## src/rtl/gray_pkg.sv

```systemverilog
// gray_pkg: shared defaults and tracking-state encoding for the Gray receive path.
package gray_pkg;
  localparam int GRAY_W_DEF = 4;
  localparam int CNT_W_DEF  = 8;
  typedef enum logic {FIRST, TRACK} trk_state_e;
endpackage

```

## src/rtl/gray2bin.sv

```systemverilog
// gray2bin: combinational Gray-to-binary decode.
//   gray : Gray-coded input word
//   bin  : binary word, bin[i] = xor of gray[WIDTH-1:i]
module gray2bin #(
  parameter int WIDTH = 4
) (
  input  logic [WIDTH-1:0] gray,
  output logic [WIDTH-1:0] bin
);
  for (genvar i = 0; i < WIDTH; i++) begin : g_bit
    assign bin[i] = ^gray[WIDTH-1:i];
  end
endmodule

```

## src/rtl/gray_rx_decoder.sv

```systemverilog
// gray_rx_decoder: registered Gray-to-binary decoder with optional single-step adjacency checking.
//   clk, rst_n              : clock, synchronous active-low reset
//   in_valid/in_ready/in_gray : upstream Gray word handshake
//   out_valid/out_ready/out_bin/out_adj_err : downstream decoded word handshake
//   resync, err_clr, err_cnt : checker controls and saturating error count
//   Macro GRAY_ADJ_CHECK_EN enables the adjacency checker and error counter.
module gray_rx_decoder
  import gray_pkg::*;
#(
  parameter int WIDTH = GRAY_W_DEF,
  parameter int CNT_W = CNT_W_DEF
) (
  input  logic             clk,
  input  logic             rst_n,
  input  logic             in_valid,
  output logic             in_ready,
  input  logic [WIDTH-1:0] in_gray,
  output logic             out_valid,
  input  logic             out_ready,
  output logic [WIDTH-1:0] out_bin,
  output logic             out_adj_err,
  input  logic             resync,
  input  logic             err_clr,
  output logic [CNT_W-1:0] err_cnt
);
  logic             acc;
  logic             adj_err;
  logic [WIDTH-1:0] dec_bin;
  logic             valid_q, valid_d;
  logic [WIDTH-1:0] bin_q, bin_d;
  logic             adj_q, adj_d;

  gray2bin #(.WIDTH(WIDTH)) u_dec (.gray(in_gray), .bin(dec_bin));

  assign in_ready    = !valid_q || out_ready;
  assign acc         = in_valid && in_ready;
  assign out_valid   = valid_q;
  assign out_bin     = bin_q;
  assign out_adj_err = adj_q;

  always_comb begin
    valid_d = acc ? 1'b1 : (out_ready ? 1'b0 : valid_q);
    bin_d   = acc ? dec_bin : bin_q;
    adj_d   = acc ? adj_err : adj_q;
  end

  always_ff @(posedge clk) begin
    if (!rst_n) begin
      valid_q <= 1'b0;
      bin_q   <= '0;
      adj_q   <= 1'b0;
    end else begin
      valid_q <= valid_d;
      bin_q   <= bin_d;
      adj_q   <= adj_d;
    end
  end

`ifdef GRAY_ADJ_CHECK_EN
  trk_state_e       state_q, state_d;
  logic [WIDTH-1:0] prev_gray_q, prev_gray_d;
  logic [CNT_W-1:0] cnt_q, cnt_d;
  logic [WIDTH-1:0] diff;
  logic             multi;

  assign diff    = in_gray ^ prev_gray_q;
  // Clearing the lowest set bit leaves something only if two or more bits differ.
  assign multi   = |(diff & (diff - WIDTH'(1)));
  // Resync takes effect before the check, so a word accepted with it is never flagged.
  assign adj_err = acc && (state_q == TRACK) && !resync && multi;
  assign err_cnt = cnt_q;

  always_comb begin
    state_d     = acc ? TRACK : (resync ? FIRST : state_q);
    prev_gray_d = acc ? in_gray : prev_gray_q;
    cnt_d       = err_clr ? {{(CNT_W-1){1'b0}}, adj_err}
                : (adj_err && (cnt_q != '1)) ? cnt_q + CNT_W'(1) : cnt_q;
  end

  always_ff @(posedge clk) begin
    if (!rst_n) begin
      state_q     <= FIRST;
      prev_gray_q <= '0;
      cnt_q       <= '0;
    end else begin
      state_q     <= state_d;
      prev_gray_q <= prev_gray_d;
      cnt_q       <= cnt_d;
    end
  end
`else
  logic unused_ctl;
  assign unused_ctl = resync | err_clr;
  assign adj_err    = 1'b0;
  assign err_cnt    = '0;
`endif
endmodule
```

## config.mk

```make
export PLATFORM = sky130hd
export DESIGN_NAME = gray_rx_decoder
export DESIGN_NICKNAME = d
export VERILOG_FILES = /design/src/rtl/gray_pkg.sv /design/src/rtl/gray2bin.sv /design/src/rtl/gray_rx_decoder.sv
export SDC_FILE = /design/constraint.sdc
export NUM_CORES = 1
export LEC_CHECK = 0
export ABC_CLOCK_PERIOD_IN_PS = 2300
export CORE_AREA = 2 2 39 41
export CTS_CLUSTER_DIAMETER = 50
export DETAILED_ROUTE_END_ITERATION = 12
export DIE_AREA = 0 0 41 43
export PLACE_DENSITY_LB_ADDON = 0.12
export SETUP_SLACK_MARGIN = 0.1
export SYNTH_ARGS = -nofsm -noshare
export SYNTH_HDL_FRONTEND = slang
export SYNTH_SLANG_ARGS = --single-unit
```

## constraint.sdc

```tcl
create_clock -name clk -period 2.3 [get_ports clk]
set_clock_uncertainty 0.15 [all_clocks]
set_input_delay 0.23 -clock clk [delete_from_list [all_inputs] [get_ports clk]]
set_output_delay 0.23 -clock clk [all_outputs]
set_load 0.02 [all_outputs]
```

## Word level (Yosys, flattened, before mapping)

Cells that the tools add are included.

- Bits in registers: 5
- Bits of input ports: 10
- Logic and storage cells: 11

- Reductions and logical operators: 7
- Mux-type cells: 2

Operators with widths:

| kind | number |
|---|---|
| 4-bit parity | 1 |
| 3-bit parity | 1 |
| 1-bit two-way mux | 2 |
| 2-bit nonzero test | 1 |
| 2-bit parity | 1 |
| 1-bit logical AND | 1 |
| 1-bit zero test | 1 |
| 1-bit logical OR | 1 |

## Longest topological paths before layout

- Depth in word-level cells: 4
- Depth in mapped cells: 4
- Depth with buffers taken out: 4

## Cells and area by module

From an unflattened synthesis, not the netlist that was laid out.

- Cells, all modules: 38
- Area, all modules: 345.3 sq um

By module, submodules not included:

| module | sequential area each (sq um) | area an instance (sq um) | instances | cells an instance |
|---|---|---|---|---|
| gray_rx_decoder | 100.1 | 295.3 | 1 | 33 |
| gray2bin | 0.0 | 50.0 | 1 | 5 |

## Worst setup path after synthesis

OpenSTA, ideal clock, no wires.

- Path type: register to register
- Start: reg valid_q, in the netlist out_valid
- End: reg bin_q[0], in the netlist out_bin[0]
- Stages on the path, launching flop included: 5
- Period minus slack after synthesis: 1.459 ns
- Path slack: 0.841 ns
- Buffers on the path: 0
- Required time: 2.016 ns
- Arrival: 1.175 ns
- Cells stage by stage: dfxtp_1 -> nor2b_1 -> clkinv_1 -> a21oi_1 -> a311oi_1

- Word-level cells in the longest chain between the ends: 3

Ends and longest elaborated chain:

| what | RTL line | RTL |
|---|---|---|
| from (decl) | gray_rx_decoder.sv:29 | `logic valid_q, valid_d;` |
| from (signal assigned) | gray_rx_decoder.sv:53 | `valid_q <= valid_d;` |
| 1-bit zero test | gray_rx_decoder.sv:35 | `assign in_ready = !valid_q \|\| out_ready;` |
| 1-bit logical OR | gray_rx_decoder.sv:35 |  |
| via in_ready | gray_rx_decoder.sv:16 | `output logic in_ready,` |
| 1-bit logical AND | gray_rx_decoder.sv:36 | `assign acc = in_valid && in_ready;` |
| to (signal assigned) | gray_rx_decoder.sv:54 | `bin_q <= bin_d;` |
| to (decl) | gray_rx_decoder.sv:30 | `logic [WIDTH-1:0] bin_q, bin_d;` |

The timed path passes the listed nets, and every way through them passes these cells.
A chain may end at the register's enable or synchronous reset.

## Worst setup path in the final report

- Start: in out_ready
- End: out in_ready

- Word-level cells in the longest chain between the ends: 1

Ends and longest elaborated chain:

| what | RTL line | RTL |
|---|---|---|
| from (decl) | gray_rx_decoder.sv:19 | `input logic out_ready,` |
| 1-bit logical OR | gray_rx_decoder.sv:35 |  |
| to (decl) | gray_rx_decoder.sv:16 |  |

No other way between the ends.

==> impl_metrics.json <==
{
  "use_met2_pct": 11.25,
  "fin_cells": 66,
  "clk-insertion-delay-late_ns": 0.23,
  "arrival_ns": 1.52,
  "yosysWarnings": 0,
  "wl_per_cell_um": 9.636,
  "cpMaxStageDelayCell": "clkdlybuf4s50_1",
  "num_rows": 14,
  "die-area_um2": 1763,
  "hold_end": "out_bin[3]",
  "ff2ff_setup_slack_ns": 0.97,
  "netlist_area_um2": 294.0,
  "die_h_um": 43,
  "final_util_pct": 31.83,
  "cpPeakStageDelay_ns": 0.56,
  "multiInputGateArea_um2": 145.1,
  "cts-htree-levels": 1,
  "rr_worst_depth": 4,
  "antenna_left": 0,
  "gp_congestion": 0.6541,
  "netlist.area_leader.share_pct": 34.04,
  "io_buffers": 13,
  "fmax_mhz": 527.1,
  "whs_path_depth": 2,
  "grt_pass1_wl_mm": 1.000,
  "final_layout_size_suffix_gt1_share_pct": 10.00,
  "hold_class": "flop to flop",
  "worstSetupPathType": "primary input to output pin",
  "viasPerCell": 3.606,
  "num_vias": 238,
  "hold_viol": 0,
  "die_x_um": 41,
  "drv_cap": 0,
  "synth-seq-cells": 5,
  "syn_inst": 33,
  "p_leak_uw": 0.0001872,
  "path_cells": "clkdlybuf4s50_1 -> nor2b_1 -> clkinv_1 -> clkdlybuf4s50_1",
  "clock_sinks": 5,
  "dp_hpwl_um": 529,
  "ys_seq_area_share_pct": 34.04,
  "cts_buffer_depth": 2,
  "clkTransAtPathRegs_ns": 0.04,
  "grt_start_max_net_pins": 8,
  "required_ns": 1.92,
  "netlist_top_cells_area": "dfxtp_1, buf_4, a21oi_1",
  "grt_util_met1_pct": 10.68,
  "cp-start-kind": "primary input",
  "regArea_um2": 100.1,
  "rsz0062_at_grt": "no",
  "gr-max-usage-layer": "met2",
  "postCtsSetupBuffers": 0,
  "ctsResizeCount": 0,
  "gr-total-overflow": 0,
  "fillers": 155,
  "grt_use_met3_pct": 9.424,
  "synth_top_area_cell": "dfxtp_1",
  "endpoint_kind": "output pin",
  "hold_start": "out_bin[3]",
  "finalPower_uw": 273.0,
  "setup_viol": 0,
  "antenna_found_initial": 0,
  "final.min_clock_period_ns": 1.897,
  "synth.avg_cell_area_um2": 8.910,
  "r2r_end": "out_bin[2]",
  "grt_pass1_vias": 240,
  "grt_util_all_layers_pct": 8.753,
  "crit_top_cell": "clkdlybuf4s50_1",
  "drt_pass1_iterations": 2,
  "detail_route.iter0.violations": 1,
  "cts_tree": "built",
  "io_pins": 25,
  "finalCritPeriodShare_pct": 82.48,
  "numCtsBuffers": 3,
  "synth_cell_types": 12,
  "p_per_area_nw_per_um2": 619.8,
  "irDropWorstVdd_v": 0.0004295,
  "layout_commonest_cell": "clkdlybuf4s50_1",
  "timing.rr.start": "out_valid",
  "dp_cells": 62,
  "outcome": "finished clean",
  "initial_utilization_pct": 21.25,
  "mostFrequentLayoutCells": "clkdlybuf4s50_1, conb_1, a21oi_1, dfxtp_1, clkbuf_4",
  "drt_drc_violations_left": 0,
  "finalMaxSlewViolations": 0,
  "nNetsFinal": 61,
  "design.core.area_um2": 1384,
  "area_delta_synth_final_pct": 49.79,
  "finalSetupTns_ns": 0,
  "cts-root-buf": "clkbuf_4",
  "critPathMaxFanout": 3,
  "routed_wl_um": 636,
  "antenna_cells": 0,
  "ctsHoldBuffers": 0
}
-- area by class of cell --
type | instances | area share [%]
Multi-Input combinational cell | 24 | 32.95
Timing Repair Buffer | 14 | 31.25
Sequential cell | 5 | 22.73
Clock buffer | 4 | 5.966
Tap cell | 16 | 4.545
Inverter | 3 | 2.557
-- per-stage QoR --
stage | area [um2] | hold slack [ns] | worst slack, ns
floorplan | 324.1 | 0.1897 | 0.8415
finish | 440.4 | 0.3347 | 0.4029
detailed placement | 414.1 | 0.3341 | 0.3998
CTS | 440.4 | 0.3399 | 0.4025
global route | 440.4 | 0.3519 | 0.3164
global placement | 414.1 | 0.3222 | 0.4075
-- registers in the layout (all words and copies together) (netlist names) --
name,flops
out_bin,4
out_valid,1
-- worst max path at each step --
stage                     depth (start not counted)    endpoint  slack, ns        from
after floorplan                                   4  out_bin[0]       0.84   out_valid
after global placement                            4    in_ready       0.41   out_ready
after detailed placement                          4  out_bin[0]       0.40  in_gray[3]
after CTS                                         4    in_ready       0.40   out_ready
after global routing                              4    in_ready       0.32   out_ready
final                                             4    in_ready       0.40   out_ready
-- worst max-delay path: cells and delay by family --
| kind | cells | cell delay, ns |
|---|---|---|
| buf+inv | 3 | 1.08 |
| simple gates | 1 | 0.21 |
-- routing by layer --
metal | part of all wire [%] | vias up | routed length (um)
li1 | - | 128 | -
met1 | 42 | 99 | 269
met2 | 47 | 11 | 296
met3 | 11 | 0 | 70
met4 | 0 | 0 | 0
met5 | 0 | - | 0
-- cells in the mapped netlist --
library cell,instances
a21oi_1,5
a311oi_1,2
buf_4,9
clkinv_1,1
conb_1,1
dfxtp_1,5
inv_1,2
nand3_1,2
nor2b_1,1
o21ai_0,2
xnor2_1,2
xor3_2,1
-- where the power goes --
group          leakage [uW]  switching, uW  internal [uW]  total, uW
clock             0.0000150           31.2           65.3       96.5
sequential        0.0000414           3.13           94.1       97.2
combinational      0.000131           41.7           37.6       79.2
-- logic make-up (layout without fill, tap and decap cells) --
kind of cell / count (synthesis) / after routing / share of synthesized area, %
AO/OA/AOI/OAI: 9 / 9 / 17.87
XOR/XNOR: 3 / 3 / 14.47
buffers and inverters: 12 / 21 / 26.81
flip-flops: 5 / 5 / 34.04
other: 1 / 9 / 1.275
AND/OR/NAND/NOR: 3 / 3 / 5.533
Note: power is estimated with default switching activity, not from simulation.
